### src/rtl/seg7_pkg.sv
// Shared seven-segment definitions: active-low {g,f,e,d,c,b,a} hex patterns and blank code.
package seg7_pkg;

    localparam logic [6:0] SEG_BLANK = 7'h7F;

    // Indexed by nibble value; the first entry listed is F, the last is 0.
    localparam logic [15:0][6:0] SEG_TABLE = {
        7'h0E, 7'h06, 7'h21, 7'h46, 7'h03, 7'h08, 7'h10, 7'h00,
        7'h78, 7'h02, 7'h12, 7'h19, 7'h30, 7'h24, 7'h79, 7'h40
    };

    function automatic logic [6:0] hex_to_seg(input logic [3:0] nib);
        return SEG_TABLE[nib];
    endfunction

endpackage

### src/rtl/seg7_decode.sv
// Registered nibble-to-segment decoder with a blank override.
module seg7_decode
    import seg7_pkg::*;
(
    input  logic       clock,
    input  logic       reset_n,
    input  logic [3:0] nibble,
    input  logic       blank,
    output logic [6:0] segments
);

    always_ff @(posedge clock) begin
        if (!reset_n) begin
            segments <= SEG_BLANK;
        end else begin
            segments <= blank ? SEG_BLANK : hex_to_seg(nibble);
        end
    end

endmodule

### src/rtl/seg7_scan_driver.sv
// Time-multiplexed hex display driver; new values latch into the shown value
// only at frame boundaries so a frame never mixes old and new digits.
module seg7_scan_driver
    import seg7_pkg::*;
#(
    parameter int unsigned DIGITS = 4,
    parameter int unsigned DIV    = 50000
) (
    input  logic                  clock,
    input  logic                  reset_n,
    input  logic                  load,
    input  logic [4*DIGITS-1:0]   data,
    input  logic                  blank_lz,
    output logic                  ready,
    output logic [DIGITS-1:0]     digit_en,
    output logic [6:0]            segments
);

    localparam int unsigned CNT_W  = (DIV > 1) ? $clog2(DIV) : 1;
    localparam int unsigned IDX_W  = $clog2(DIGITS);
    localparam int unsigned DATA_W = 4 * DIGITS;

    logic [CNT_W-1:0]  div_cnt;
    logic [IDX_W-1:0]  idx;
    logic [DATA_W-1:0] shadow;
    logic [DATA_W-1:0] pending;

    logic       tick_c;
    logic       frame_c;
    logic [3:0] nibble_c;
    logic       blank_c;
    logic       all_zero_c;

    assign tick_c  = (div_cnt == CNT_W'(DIV - 1));
    assign frame_c = tick_c && (idx == IDX_W'(DIGITS - 1));

    // ready doubles as the inverse of the pending-valid flag.
    always_ff @(posedge clock) begin
        if (!reset_n) begin
            div_cnt  <= '0;
            idx      <= '0;
            shadow   <= '0;
            pending  <= '0;
            ready    <= 1'b1;
            digit_en <= '0;
        end else begin
            div_cnt <= tick_c ? '0 : div_cnt + CNT_W'(1);
            if (tick_c) begin
                idx <= frame_c ? '0 : idx + IDX_W'(1);
            end
            if (frame_c && !ready) begin
                shadow <= pending;
                ready  <= 1'b1;
            end
            if (load && ready) begin
                pending <= data;
                ready   <= 1'b0;
            end
            digit_en <= DIGITS'(1) << idx;
        end
    end

    // Walk from the top digit down so all_zero_c means "this and every higher nibble is 0".
    always_comb begin
        nibble_c   = '0;
        blank_c    = 1'b0;
        all_zero_c = 1'b1;
        for (int i = int'(DIGITS) - 1; i >= 0; i--) begin
            all_zero_c = all_zero_c && (shadow[4*i +: 4] == 4'h0);
            if (idx == IDX_W'(i)) begin
                nibble_c = shadow[4*i +: 4];
                blank_c  = blank_lz && (i != 0) && all_zero_c;
            end
        end
    end

    seg7_decode u_decode (
        .clock    (clock),
        .reset_n  (reset_n),
        .nibble   (nibble_c),
        .blank    (blank_c),
        .segments (segments)
    );

endmodule

### config.mk
export PLATFORM = sky130hd
export DESIGN_NAME = seg7_scan_driver
export DESIGN_NICKNAME = d
export VERILOG_FILES = /design/src/rtl/seg7_pkg.sv /design/src/rtl/seg7_decode.sv /design/src/rtl/seg7_scan_driver.sv
export SDC_FILE = /design/constraint.sdc
export NUM_CORES = 1
export LEC_CHECK = 0
export BUFFER_PORTS_ARGS = -buffer_cell sky130_fd_sc_hd__buf_2
export CORE_MARGIN = 1.5
export CORE_UTILIZATION = 50
export DETAILED_ROUTE_END_ITERATION = 7
export PLACE_DENSITY = 0.79
export SETUP_SLACK_MARGIN = 0.2
export SYNTH_ARGS = -nofsm -noshare
export SYNTH_HDL_FRONTEND = slang
export SYNTH_SLANG_ARGS = --single-unit
### constraint.sdc
create_clock -name clock -period 5.1 [get_ports clock]
set_input_delay 1.02 -clock clock [delete_from_list [all_inputs] [get_ports clock]]
set_output_delay 1.02 -clock clock [all_outputs]
set_load 0.02 [all_outputs]
==> summary.md <==
| Metric | Value |
|---|---|
| Worst Path Required | `5.32 ns` |
| Worst-margin pin slew | `0.787 ns` |
| Final Hold Viols | `0` |
| Post_cts resized | `0` |
| Final period utilization | `52.1%` |
| Clock transition at path regs | `0.06 ns` |
| Area grow syn2layout | `11.6%` |
| Total number of vias | `2052` |
| Slew headroom | `47.5%` |
| RR Startpoint | `idx[0]$_SDFFE_PN0N_` |
| Cell Pwr Density | `289 nW/um2` |
| Hold Path Class | `reg -> reg` |
| R2R Setup Slk | `between 2 and 2.5 ns` |
| Number of global-route vias before repair | `1903` |
| Critical Path Slowest Stage Cell | `o22ai_1` |
| CP Cell Sequence | `inv_1, ha_1, a21oi_1, o21ai_0, o22ai_1, inv_1, ha_1, nand2_1, a21boi_1, or3_1` |
| Synth Flop Type | `dfxtp_1` |
| Reg2reg end | `u_decode.segments[0]$_SDFF_PP1_` |
| Max Clk Rate | `376 MHz` |
| Synth warnings | `0` |
| Syn Std Cell Area | `around 2800 um2` |
| Final setup margin | `2.44 ns` |
| Total core area | `5440 um2` |
| Synth cell types | `46` |
| Final setup viols | `0` |
| Pre-antenna DRT Iters | `4` |
| CTS Root Cell | `clkbuf_8` |
| Worst EP arrival | `between 2 and 3 ns` |
| Critical path class | `reg -> reg` |
| Die width | `77.8 um` |
| CP Launch Type | `flop` |
| N_diodes | `0` |
| Clock skew | `approximately 0.0040 ns` |
| Avg Cell Area, Syn | `roughly 9.3 um2` |
| Die H | `77.8 um` |
| H-tree Lvls | `3` |
| Port buffer count | `31` |
| Peak VDD IR | `0.000182 V` |
| Final Max Slew Viols | `0` |
| Remaining global-route overflow | `0` |
| DRT iter0 DRCs | `103` |
| Post-CTS Hold Fix Bufs | `0` |
| Pre-CTS WS | `about 2.5 ns` |
| Die Area | `roughly 6000 um2` |
| Gr usage total | `17.5%` |
| Pin count of the biggest net entering global routing | `between 40 and 50` |
| Syn nets | `roughly 330` |
| Io pins | `32` |
| WL/cell | `between 10 and 15 um` |
| CTS tree | `yes` |
| CP startpoint | `idx[0]$_SDFFE_PN0N_` |
| Max Cap Violations | `0` |
| Sink Count | `62` |
| CTS buffer count | `9` |
| RSZ-0062 raised after global routing | `false` |
| Final setup TNS | `0 ns` |
| Initial antenna violation count | `0` |
| Clock latency on the worst-skew pair | `0.34 ns` |
| CP endpoint kind | `flop` |
| WHS Path Cells | `2` |
| Rows | `27` |
| Post-synth EDFFs | `0` |
| Residual DRC count | `0` |
| Minimum clock period | `2.66 ns` |
| Status | `finished, final reports clean` |
| #FFs+latches synth | `62` |
| Cell leakage power | `roughly 1.2 nW` |
| Routed Antenna Nets | `0` |
| HPWL Detailed | `3490 um` |
| Starting Density | `roughly half` |
| CP endpoint | `u_decode.segments[0]$_SDFF_PP1_` |
| Worst path max stage delay | `between 0.4 and 0.5 ns` |
| Hold path start | `pending[15]$_SDFFE_PN0P_` |
| Worst r2r path cells | `10` |
| Mapped Cells | `301` |
| Postcts setup bufs | `0` |
| Gpl congestion | `between 0.8 and 0.9` |
| Vias/cell | `~5` |
| Fin nets | `361` |
| Routed WL | `around 4900 um` |
| Layout cells sized above 1 | `between 10% and 20%` |
| Crit path max fanout | `8` |
| Global-route wire length before repair | `8310 um` |
| Share of async-settable or async-resettable flops after synthesis | `0%` |
| Post-synthesis sequential area ratio | `44.4%` |
| CTS Buffer Depth | `2` |
-- through the flow --
stage          power (mW)  hold WS, ns  std cells  util, %  cell area [um2]
2_1_floorplan       0.542        0.430        301        -             2800
5_1_grt             0.942        0.487        405     57.4             3120
4_1_cts             0.913        0.471        405     57.4             3120
3_3_place_gp        0.558        0.445        391     54.6             2970
3_5_place_dp        0.559        0.460        391     54.6             2970
6_report            0.903        0.466        405     57.4             3120
-- cells in the mapped netlist, types with 2 or more instances --
cell | number | area (um2)
dfxtp_1 | 62 | 1240
a211o_1 | 2 | 17.5
nor2_1 | 25 | 93.8
xor2_1 | 7 | 61.3
a21boi_0 | 16 | 120
and4bb_2 | 2 | 25.0
mux2i_1 | 19 | 190
clkbuf_1 | 9 | 33.8
nand3b_1 | 2 | 15.0
and3_1 | 7 | 43.8
a221o_1 | 2 | 20.0
a21oi_1 | 8 | 40.0
nand2_1 | 47 | 176
nor3_1 | 3 | 15.0
nand3_1 | 7 | 35.0
xnor2_1 | 7 | 61.3
nor4_1 | 2 | 12.5
nor2b_1 | 19 | 119
nor3b_1 | 2 | 15.0
inv_1 | 7 | 26.3
o31ai_1 | 2 | 15.0
a31oi_1 | 2 | 12.5
buf_2 | 2 | 10.0
o21ai_0 | 6 | 30.0
nand4_1 | 3 | 18.8
ha_1 | 11 | 138
-- area by class of cell --
type                    count  area [um2]
fillers                   483        2320
multi-input cells         218        1450
flip-flops and latches     62        1240
repair buffers             32         163
clock buffers              12         145
well taps                  72        90.1
inverters                   7        26.3
clock inverters             2        10.0
-- routing by layer --
metal	global-route usage, %	wire (um)
met5	0	0
met4	8.18	70
met3	6.24	223
met2	27.9	2270
met1	20.8	2340
-- cell usage in the layout (no fill, tap or decap), drive strengths merged, types with 2 or more instances in the layout --
cell    netlist  layout
o31ai         2       2
and3          7       7
a211oi        2       2
mux2i        19      19
nand4         4       4
dfxtp        62      62
xor2          7       7
a211o         2       2
nor3b         3       3
a21oi         8       8
and4bb        2       2
o21ai         7       7
buf           5      32
nor4          2       2
nor2b        19      19
nand3b        2       2
nor3          3       3
xnor2         7       7
a31oi         2       2
nand2        47      47
nand3         7       7
clkinv        0       2
and2          2       2
nor2         25      25
clkbuf        9      12
ha           11      11
a21boi       17      17
a221o         2       2
inv           7       7
-- logic make-up (layout without fill, tap and decap cells) --
group | Yosys count | count (layout) | synth area share (%)
xor gates and xnor gates | 14 | 14 | 4.38
and+or+nand+nor | 128 | 128 | 24.0
DFF | 62 | 62 | 44.4
AOI/OAI and AO/OA | 46 | 46 | 11.7
muxes | 19 | 19 | 6.80
buffers and inverters | 21 | 53 | 3.89
adders and majority gates | 11 | 11 | 4.92
-- worst min path at each step --
stage                                     endpoint  slack (ns)
final                     pending[15]$_SDFFE_PN0P_        0.47
after global routing      pending[14]$_SDFFE_PN0P_        0.49
after CTS                 pending[12]$_SDFFE_PN0P_        0.47
after detailed placement   pending[7]$_SDFFE_PN0P_        0.46
after global placement       div_cnt[0]$_SDFF_PP0_        0.44
after floorplan              div_cnt[0]$_SDFF_PP0_        0.43
-- power by group --
group / switching [mW] / internal (mW)
Clock: 0.173 / 0.183
Combinational: 0.0247 / 0.0190
Sequential: 0.00667 / 0.497
Total: 0.204 / 0.699
-- sequential cells by signal (all words and copies together), names as in the netlist --
signal / flops
div_cnt: 16
pending: 16
shadow: 16
u_decode.segments: 7
digit_en: 4
idx: 2
ready: 1
-- critical path, delay by kind of cell, from the launching register on --
family                     cells  cell delay, ns
and+or+nand+nor                2            0.43
buffers and inverters          2            0.26
AOI/OAI and AO/OA              4            0.83
DFF                            1            0.44
adders and majority gates      2            0.58
Note: power is estimated with default switching activity, not from simulation.
